**src/rtl/rr_pkg.sv**
```systemverilog
// Shared constants, state encoding and width helper for the round-robin grant encoder.
package rr_pkg;

  localparam int NCH  = 4;
  localparam int SELW = 2;

  typedef enum logic [1:0] {
    IDLE  = 2'd0,
    GRANT = 2'd1,
    GAP   = 2'd2
  } rr_state_e;

  // Width needed to count 0..max_hold.
  function automatic int hold_w(input int max_hold);
    return $clog2(max_hold + 1);
  endfunction

endpackage

```
**src/rtl/rr_pick.sv**
```systemverilog
// Combinational round-robin winner search: rotate by ptr, priority-encode, un-rotate.
module rr_pick
  import rr_pkg::*;
(
  input  logic [NCH-1:0]  req,
  input  logic [SELW-1:0] ptr,
  output logic            any,
  output logic [SELW-1:0] idx
);

  logic [2*NCH-1:0] req_dbl;
  logic [NCH-1:0]   rot;
  logic [SELW-1:0]  off;

  // rot[i] is the request of channel (ptr + i) mod NCH.
  assign req_dbl = {req, req};
  assign rot     = req_dbl[ptr +: NCH];
  assign any     = |req;

  always_comb begin
    off = '0;
    for (int i = NCH - 1; i >= 0; i--) begin
      if (rot[i]) off = SELW'(i);
    end
  end

  assign idx = off + ptr;

endmodule

```
**src/rtl/rr_grant_encoder.sv**
```systemverilog
// Round-robin arbiter driving a registered {a,b} select and enable, with hold timeout and guard gap.
module rr_grant_encoder
  import rr_pkg::*;
#(
  parameter int MAX_HOLD = 16,
  parameter int GUARD    = 1
) (
  input  logic           clk,
  input  logic           rst_n,
  input  logic [NCH-1:0] req,
  input  logic           done,
  output logic           a,
  output logic           b,
  output logic           en,
  output logic           tout
);

  localparam int              HW_RAW     = hold_w(MAX_HOLD);
  localparam int              HW         = (HW_RAW < 1) ? 1 : HW_RAW;
  localparam logic [HW-1:0]   HOLD_LAST  = HW'(MAX_HOLD - 1);
  localparam logic [HW-1:0]   HOLD_SAT   = '1;
  localparam logic [2:0]      GUARD_LAST = 3'(GUARD - 1);

  rr_state_e       state_q, state_d;
  logic [SELW-1:0] sel_q, sel_d;
  logic [SELW-1:0] ptr_q, ptr_d;
  logic [HW-1:0]   hold_q, hold_d;
  logic [2:0]      guard_q, guard_d;
  logic            en_q, en_d;
  logic            tout_q, tout_d;

  logic            pick_any;
  logic [SELW-1:0] pick_idx;
  logic            req_cur;
  logic            timeout_hit;
  logic            release_now;

  rr_pick u_pick (
    .req (req),
    .ptr (ptr_q),
    .any (pick_any),
    .idx (pick_idx)
  );

  assign req_cur     = req[sel_q];
  assign timeout_hit = (MAX_HOLD != 0) && (hold_q == HOLD_LAST);
  assign release_now = done || !req_cur || timeout_hit;

  always_comb begin
    state_d = state_q;
    sel_d   = sel_q;
    ptr_d   = ptr_q;
    hold_d  = hold_q;
    guard_d = guard_q;
    en_d    = en_q;
    tout_d  = 1'b0;
    case (state_q)
      IDLE: begin
        if (pick_any) begin
          sel_d   = pick_idx;
          en_d    = 1'b1;
          hold_d  = '0;
          state_d = GRANT;
        end
      end
      GRANT: begin
        if (release_now) begin
          en_d    = 1'b0;
          ptr_d   = sel_q + SELW'(1);
          hold_d  = '0;
          guard_d = '0;
          // Timeout is flagged only when neither done nor a dropped request explains the release.
          tout_d  = timeout_hit && !done && req_cur;
          state_d = GAP;
        end else if (hold_q != HOLD_SAT) begin
          hold_d = hold_q + HW'(1);
        end
      end
      GAP: begin
        if (guard_q == GUARD_LAST) begin
          guard_d = '0;
          state_d = IDLE;
        end else begin
          guard_d = guard_q + 3'd1;
        end
      end
      default: begin
        en_d    = 1'b0;
        state_d = IDLE;
      end
    endcase
  end

  always_ff @(posedge clk or negedge rst_n) begin
    if (!rst_n) begin
      state_q <= IDLE;
      sel_q   <= '0;
      ptr_q   <= '0;
      hold_q  <= '0;
      guard_q <= '0;
      en_q    <= 1'b0;
      tout_q  <= 1'b0;
    end else begin
      state_q <= state_d;
      sel_q   <= sel_d;
      ptr_q   <= ptr_d;
      hold_q  <= hold_d;
      guard_q <= guard_d;
      en_q    <= en_d;
      tout_q  <= tout_d;
    end
  end

  assign a    = sel_q[1];
  assign b    = sel_q[0];
  assign en   = en_q;
  assign tout = tout_q;

  // The select may only move on an edge where the enable was low beforehand.
  a_sel_frozen: assert property (@(posedge clk) disable iff (!rst_n)
    !$stable(sel_q) |-> !$past(en_q));

  a_tout_drops_en: assert property (@(posedge clk) disable iff (!rst_n)
    tout_q |-> (!en_q && $past(en_q)));

endmodule
```
**config.mk**
```make
export PLATFORM = sky130hd
export DESIGN_NAME = rr_grant_encoder
export DESIGN_NICKNAME = d
export VERILOG_FILES = /design/src/rtl/rr_pkg.sv /design/src/rtl/rr_pick.sv /design/src/rtl/rr_grant_encoder.sv
export SDC_FILE = /design/constraint.sdc
export NUM_CORES = 1
export LEC_CHECK = 0
export BUFFER_PORTS_ARGS = -buffer_cell sky130_fd_sc_hd__buf_4
export CELL_PAD_IN_SITES_DETAIL_PLACEMENT = 2
export CELL_PAD_IN_SITES_GLOBAL_PLACEMENT = 2
export CORE_AREA = 2 2 55 57
export DETAILED_ROUTE_END_ITERATION = 10
export DIE_AREA = 0 0 57 59
export HOLD_SLACK_MARGIN = 0.15
export PLACE_DENSITY_LB_ADDON = 0.1
export SLEW_MARGIN = 20
export SYNTH_ARGS = -nofsm -noshare
export SYNTH_HDL_FRONTEND = slang
export SYNTH_SLANG_ARGS = --single-unit
```
**constraint.sdc**
```tcl
create_clock -name clk -period 5 [get_ports clk]
set_input_delay 0.25 -clock clk [delete_from_list [all_inputs] [get_ports clk]]
set_output_delay 0.25 -clock clk [all_outputs]
set_load 0.05 [all_outputs]
```
# Word level (Yosys, flattened, before mapping)
# Cells that the tools add are included.
# W data, S select, Z words.
# totals
in_bits	7
regBits	16
out_inout_bits	4
# classes
shifts	1
muxes	22
n_lt_le_gt_ge	1
add_sub_neg	4
n_reduce_logical	17
eq_ne	8
n_bitwise	1
# ops
operator	count
$mux W5	3
$mux W2	7
$pmux W5 S2	1
$reduce_and A3 Y1	3
$shiftx A8 B3 Y4	1
$mux W3	2
$ne A2 B2 Y1 const B	3
$pmux W2 S3	1
$pmux W3 S2	1
$reduce_and A2 Y1	3
$add A5 B1 Y5 const B	1
$eq A5 B4 Y1 const B	1
$mux W1	5
$ne A5 B5 Y1 const B	1
$reduce_bool A2 Y1	2
$reduce_or A4 Y1	1
$add A3 B1 Y3 const B	1
$logic_not A3 Y1	1
$lt A2 B3 Y1 const B	1
$ne A3 B3 Y1 const B	1
$pmux W1 S3	1
$add A2 B1 Y2 const B	1
$add A2 B2 Y2	1
$bmux W1 S2	1
7 further kinds	10

# Longest topological paths before layout
# Gate-level depths: netlist of run 1.
# depth
depth_word	7
ltp_mapped	10

# Modules after synthesis
# From an unflattened synthesis of run 1, not the netlist that was laid out.
# hier_totals
hier_cells	103
hier_area_um2	1011.0
# by_module_without_submodules
mod	n_inst	cells_per_inst	area_each_um2	seq_area_each_um2
rr_grant_encoder	1	81	849.6	400.4
rr_pick	1	22	161.4	0.0

# Least setup slack after synthesis of run 1
# No wires, ideal clock.
# synth_path
kind	register -> register
start	register sel_q[0]
end	register hold_q[2]
period_less_slack_ns	2.269
stages_incl_launch_ff	6
path_slack_ns	2.731
path_buffers	0
setup_ns	0.118
arrival_time_ns	2.151
t_required_ns	4.882
cell_sequence	dfrtp_1 -> mux4_2 -> nor3b_1 -> a311o_1 -> o21bai_1 -> a21o_1
# synth_between
elab_chain_len	7
word_cells_on_any_way	9
# synth_lines
element	line	rtl
from (decl)	rr_grant_encoder.sv:25	logic [SELW-1:0] sel_q, sel_d;
from (signal assigned)	rr_grant_encoder.sv:105	sel_q <= sel_d;
$bmux W1 S2 *	rr_grant_encoder.sv:45	assign req_cur = req[sel_q];
$mux W1 (implied by the code) *	rr_grant_encoder.sv:45	
$logic_not A1 Y1 *	rr_grant_encoder.sv:47	assign release_now = done || !req_cur || timeout_hit;
$logic_or A1 B1 Y1 * (2 in a row)	rr_grant_encoder.sv:47	
$ne A3 B3 Y1 (no line) / $mux W5 (equally long branches)	--	
$reduce_and A3 Y1 (no line) / $pmux W5 S2 (equally long branches)	--	
to (signal assigned)	rr_grant_encoder.sv:107	hold_q <= hold_d;
to (decl)	rr_grant_encoder.sv:27	logic [HW-1:0] hold_q, hold_d;
# Every way passes the cells marked *; elsewhere a longest branch is shown, timed or not. The select of a mux whose other input is x is not followed.
# A chain may end at the register's enable or synchronous reset.

# Worst setup path after layout of run 1
# layout_path
start	register hold_q[0]
end	register hold_q[2]
# layout_between
elab_chain_len	4
word_cells_on_any_way	9
# layout_lines
element	line
$add A5 B1 Y5 / $eq A5 B4 Y1 (equally long branches)	rr_grant_encoder.sv:76, rr_grant_encoder.sv:46
$mux W5 / $logic_or A1 B1 Y1 (equally long branches)	rr_grant_encoder.sv:75, rr_grant_encoder.sv:47
$mux W5 / $ne A3 B3 Y1 (equally long branches)	--
$pmux W5 S2 / $reduce_and A3 Y1 (equally long branches)	--
# Parallel ways exist; a longest one is shown, timed or not. The select of a mux whose other input is x is not followed.

==> results.py, run 1 <==
metrics = {
    "run_status": {
        "status": "complete, no violations",
    },
    "drt": {
        "drt-initial-drc-count": 14,
        "firstDrtPassIters": 3,
        "via_count": 814,
        "routed_via_density": 5.500,
        "routedWlPerCell_um": 15.02,
        "routed_wl_um": 2223,
        "antenna_left": 0,
        "drc": 0,
    },
    "setup_path": {
        "worstPathRequired_ns": 5.25,
        "reg2reg_to": "hold_q[2]",
        "cp-endpoint": "hold_q[2]",
        "cp.arrival_ns": 2.46,
        "worstSetupEndpointType": "flip-flop",
        "worstReg2RegStart": "hold_q[0]",
        "r2r_cells": 7,
        "crit_type": "flip-flop to flip-flop",
        "ff2ff_setup_slack_ns": 2.79,
        "critPathMaxFanout": 8,
        "critPathLaunch": "hold_q[0]",
        "start_kind": "flip-flop",
    },
    "logic_synthesis": {
        "syn_inst": 104,
        "ys_seq_elements": 16,
        "synth.cell_area_um2": 964.7,
        "yosysWarnings": 0,
        "yosysUniqueCellTypes": 35,
        "yosysSeqAreaShare_pct": 41.50,
        "syn_area_per_cell_um2": 9.276,
        "syn_nets": 117,
    },
    "flow_run": {
        "maxCapViolCount": 0,
    },
    "pwr": {
        "power.total_mw": 0.5355,
        "power_frac_seq_pct": 39.4,
        "switching_power_mw": 0.2308,
        "power.leakage_nw": 0.5286,
        "ir_drop_mv": 0.2903,
        "switching_share_pct": 43.10,
        "p_clk_share_pct": 16.6,
        "p_comb_share_pct": 44.0,
        "power_density_mw_per_mm2": 477.6,
        "p_int_mw": 0.3047,
    },
    "die": {
        "coreArea_mm2": 0.002710,
        "die_w_um": 57,
        "start_util_pct": 35.60,
        "row_count": 19,
        "fp.dieH_um": 59,
        "die_area_mm2": 0.003363,
        "io_pins": 11,
    },
    "place": {
        "hpwlAfterDp_um": 1662,
        "routabilityCongestion": 0.6752,
        "dpl_cell_area_mm2": 0.001065,
        "port_buffers": 10,
    },
    "sta": {
        "clock.fmax_mhz": 452.0,
        "finalCriticalPeriod_ns": 2.213,
        "grt_setup_unrepaired": "false",
        "period_share_pct": 44.25,
        "slew_viol_final": 0,
        "tightestPinTransition_ns": 0.4410,
        "skew_ns": 0.003059,
        "final-setup-viol-count": 0,
        "finalHoldViolCount": 0,
        "setup_tns_ns": 0,
        "max-slew-margin-rel_pct": 70.33,
    },
    "clock_network": {
        "cts_buffers": 3,
        "clock_latency_ns": 0.30,
        "clk_pin_slew_ns": 0.10,
        "clock_sink_count": 16,
        "clockBufferDepth": 2,
        "ctsRootBufferMaster": "clkbuf_4",
        "htreeDepth": 1,
        "cts_tree": "done",
    },
    "finish": {
        "utilization_pct": 41.37,
        "area_growth_pct": 16.21,
        "layout-drive-gt1-share_pct": 15.38,
        "post-route-cell-area_mm2": 0.001121,
        "nNetsFinal": 131,
        "antenna_cells": 0,
    },
    "hold_path": {
        "hold_class": "input port to asynchronous set/reset pin",
    },
    "global_routing": {
        "grt_antenna_before_repair": 0,
        "grt_pass1_wl_um": 4036,
        "grt_overflow": 0,
        "grt_pass1_vias": 806,
        "grt_max_degree": 17,
        "grt_use_total_pct": 15.59,
    },
}
how the worst min path moves through the flow:
stage / end / cells past startpoint
finish: hold_q[4] / 2
global route: hold_q[3] / 2
CTS: hold_q[4] / 2
detailed placement: hold_q[4] / 1
global placement: tout / 1
floorplan: en / 0
power groups by stage:
stage               clock, mW  combinational [mW]  sequential [mW]
floorplan                   0               0.145            0.237
global placement            0               0.230            0.214
detailed placement          0               0.237            0.215
CTS                    0.0921               0.240            0.212
global route            0.100               0.269            0.221
finish                 0.0886               0.236            0.211
registers in the layout (all words and copies together) (netlist names):
signal and count:
en 1, guard_q 3, hold_q 5, ptr_q 2, sel_q 2, state_q 2
tout 1
cell usage after synthesis (all sizes together):
cell type | n | share of area, %
o22ai | 1 | 0.65
nand3 | 3 | 1.6
and3 | 1 | 0.65
nor4 | 1 | 0.65
xnor2 | 2 | 1.8
mux2 | 1 | 1.2
nor4bb | 1 | 1.0
a21o | 3 | 2.3
mux4 | 1 | 2.3
nand2 | 11 | 4.3
or3 | 2 | 1.3
dfrtp | 16 | 42
inv | 9 | 3.5
nor2 | 5 | 1.9
and3b | 2 | 1.8
nand2b | 3 | 1.9
nor2b | 1 | 0.65
nor3b | 3 | 2.3
a311o | 1 | 1.0
o31ai | 4 | 3.1
and2b | 1 | 0.78
o211ai | 1 | 0.78
xor2 | 1 | 0.91
or2 | 1 | 0.65
o21ai | 7 | 3.6
a211oi | 2 | 1.6
o21bai | 1 | 0.78
clkbuf | 2 | 0.91
buf | 1 | 0.52
a21oi | 6 | 3.1
or4b | 1 | 1.0
ha | 6 | 7.8
nor3 | 2 | 1.0
nor4b | 1 | 0.91
metrics by stage:
stage	worst slack [ns]	std cells	hold slack (ns)
2_1_floorplan	2.731	104	-0.04559
3_3_place_gp	2.913	142	0.1249
3_5_place_dp	2.807	142	0.1281
4_1_cts	2.762	148	0.3412
5_1_grt	2.597	148	0.3459
6_report	2.787	148	0.3376
worst max-delay path: stages, from the launching register on:
cell and delay [ns]:
dfrtp_1 0.43, ha_1 0.24, and3_1 0.21, ha_1 0.20
nor3b_1 0.34, nand2b_1 0.29, nor4b_1 0.36, a21o_1 0.11
logic make-up after synthesis:
family                     synth area share (%)
AOI/OAI and AO/OA                         16.99
buffers and inverters                     4.927
and+or+nand+nor                           22.57
DFF                                       41.50
xor gates and xnor gates                  2.724
muxes                                     3.502
adders and majority gates                 7.782
metal layers:
metal	part of all wire, %	track usage [%]
met5	0	0
met4	0.58	3.987
met3	2.8	4.585
met2	46	23.48
met1	50	22.10
layout by cell type, fill, tap and decap left out:
master         count
dfrtp_1           16
nand2_1           11
buf_4             10
inv_1              9
o21ai_0            7
a21oi_1            6
ha_1               6
nor2_1             5
o31ai_1            4
nand2b_1           3
nor3b_1            3
nand3_1            3
a21o_1             3
clkbuf_4           3
a211oi_1           2
or3_1              2
and3b_1            2
nor3_1             2
xnor2_1            2
dlygate4sd3_1      2
and3_1             1
and2b_1            1
mux4_2             1
nor4bb_1           1
or2_2              1
nor4_1             1
nor2b_1            1
a311o_1            1
xor2_1             1
o211ai_1           1
or4b_2             1
o22ai_1            1
o21bai_1           1
nor4b_1            1
mux2_2             1
clkbuf_8           1
repair_timing:
action / in CTS / in global routing
hold endpoints to repair: 17 / 0
hold buffers: 2 / 0
setup endpoints to repair: 0 / 0
setup buffers: 0 / 0
resized for setup: 0 / 0
area by class of cell:
cell class / instances / area (um2)
flip-flops and latches: 16 / 400.4
clock buffers: 4 / 36.28
repair buffers: 12 / 95.09
multi-input cells: 76 / 516.7
well taps: 31 / 38.79
inverters: 9 / 33.78
fillers: 312 / 1589
Note: power is estimated with default switching activity, not from simulation.
==> inputs of run 2 (changes only) <==
CORE_AREA = 2 2 59 61   (was 2 2 55 57)
DIE_AREA = 0 0 61 63   (was 0 0 57 59)
clock period = 1.8 ns   (was 5 ns; I/O delays follow)
==> results.py, run 2 (same netlist as run 1, synthesis figures left out) <==
metrics = {
    "setup_path": {
        "cp.arrival_ns": 2.11,
        "worstPathRequired_ns": 1.99,
        "reg2reg_to": "hold_q[2]",
        "max_stage_delay_ns": 0.51,
        "worstSetupEndpointType": "flip-flop",
        "worstReg2RegStart": "sel_q[0]",
        "ff2ff_setup_slack_ns": -0.13,
        "start_kind": "flip-flop",
        "r2r_cells": 5,
        "critPathSlowestCell": "mux4_2",
        "critPathMaxFanout": 6,
        "worstPathCellList": "mux4_2 > nor3b_4 > a311o_2 > o21bai_1 > a21o_1",
        "crit_type": "flip-flop to flip-flop",
    },
    "sta": {
        "tightestPinTransition_ns": 0.4871,
        "finalHoldViolCount": 0,
        "final-setup-viol-count": 5,
        "grt_setup_unrepaired": "true",
        "period_share_pct": 107.1,
        "slew_viol_final": 0,
        "skew_ns": 0.001717,
        "clock.fmax_mhz": 518.9,
        "max-slew-margin-rel_pct": 67.23,
        "fin_ws_ns": -0.1272,
        "setup_tns_ns": -0.4242,
        "finalCriticalPeriod_ns": 1.927,
    },
    "finish": {
        "antenna_cells": 0,
        "layout-drive-gt1-share_pct": 32.33,
        "post-route-cell-area_mm2": 0.001300,
        "utilization_pct": 40.22,
        "regMostFlops": "hold_q",
        "final_cell_mix": "buf_4 (25), dfrtp_1 (14), nand2_1 (11)",
        "largestRegisters": "hold_q: 5 flops, guard_q: 3 flops",
        "largest_register_ffs": 5,
        "area_growth_pct": 34.76,
        "nNetsFinal": 147,
        "mostFrequentLayoutCell": "buf_4",
        "num-fill-cells": 369,
    },
    "global_routing": {
        "grt_max_degree": 17,
        "grt_antenna_before_repair": 0,
        "grt_overflow": 0,
        "grt_use_total_pct": 15.59,
        "grt_pass1_vias": 981,
        "grt_pass1_wl_um": 4505,
    },
    "place": {
        "dpl_cell_area_mm2": 0.001190,
        "routabilityCongestion": 0.7671,
        "hpwlAfterDp_um": 2031,
        "port_buffers": 10,
    },
    "clock_network": {
        "clk_pin_slew_ns": 0.09,
        "clock_latency_ns": 0.29,
        "ctsRootBufferMaster": "clkbuf_4",
        "cts_buffers": 3,
        "htreeDepth": 1,
        "clock_sink_count": 16,
        "clockBufferDepth": 2,
        "cts_tree": "done",
    },
    "flow_run": {
        "maxCapViolCount": 0,
    },
    "die": {
        "start_util_pct": 29.85,
        "io_pins": 11,
        "row_count": 21,
        "die_area_mm2": 0.003843,
        "fp.dieH_um": 63,
        "die_w_um": 61,
        "coreArea_mm2": 0.003232,
    },
    "pwr": {
        "ir_drop_mv": 0.4155,
        "power.leakage_nw": 0.6121,
        "power_density_mw_per_mm2": 1306,
    },
    "drt": {
        "drt-initial-drc-count": 26,
        "firstDrtPassIters": 2,
        "via_count": 871,
        "routed_wl_um": 2622,
        "routed_via_density": 4.866,
        "top_layer_used": "met4",
        "antenna_left": 0,
        "met3_length_um": 40,
        "routedWlPerCell_um": 14.65,
        "routed-wl-met2_um": 1366,
        "m1WireLength_um": 1181,
        "drc": 0,
    },
    "run_status": {
        "status": "finished with violations",
        "violations": "negative setup slack",
    },
    "hold_path": {
        "hold_class": "input port to asynchronous set/reset pin",
    },
}
[run 2: cell types whose count changed in the layout (fill, tap and decap cells not counted), sizes merged]
cell,previous run,this run
buf,10,26
[run 2: timing repair]
action	4_1_cts	5_1_grt
gates resized for setup	3	7
cloned	0	0
hold buffers	2	0
setup buffers	1	3
setup endpoints to repair	7	14
endpoints found under the hold margin	17	0
pin swaps	2	1
[run 2: worst max path at each step]
stage                         start         to  slack, ns  cells after the start
after global routing       sel_q[0]  hold_q[2]      -0.20                      5
final                      sel_q[0]  hold_q[2]      -0.13                      5
after detailed placement  hold_q[1]  hold_q[2]      -0.16                      7
after CTS                  sel_q[0]  hold_q[2]      -0.15                      5
after floorplan            sel_q[0]  hold_q[2]      -0.25                      5
after global placement     sel_q[0]  hold_q[2]      -0.07                      5
[run 2: cell type report]
cell class	count	area (um2)	share of cell area (%)
timing repair buffer	28	219.0	16.84
multi-input combinational	76	550.5	42.35
clock buffer	4	36.28	2.791
tap	46	57.56	4.427
inverter	9	33.78	2.599
sequential	16	402.9	30.99
[run 2: worst max-delay path, delay by kind of cell (launching register included)]
kind / cells / cell delay, ns
multiplexers: 1 / 0.51
AND/OR/NAND/NOR: 1 / 0.18
flip-flops: 1 / 0.38
AO/OA/AOI/OAI: 3 / 0.76
[run 2: power by group]
| part | internal (mW) | leakage (nW) | switching (mW) |
|---|---|---|---|
| clock network | 0.123 | 0.0210 | 0.116 |
| logic | 0.420 | 0.383 | 0.478 |
| registers | 0.454 | 0.208 | 0.107 |
[run 2: through the flow]
step           hold slack (ns)  total power, mW  setup WS [ns]  instances
3_5_place_dp          -0.03254            1.396        -0.1619        169
6_report                0.1900            1.698        -0.1272        179
3_3_place_gp          -0.03193            1.352       -0.07169        169
4_1_cts                 0.1903            1.665        -0.1524        176
2_1_floorplan          -0.2056            1.105        -0.2490        104
5_1_grt                 0.1916            1.841        -0.1979        179
[run 2: routing by layer]
layer / GRT usage, % / vias up
li1: - / 424
met1: 19.00 / 436
met2: 26.75 / 7
met3: 1.863 / 4
met4: 6.522 / 0
met5: 0 / -
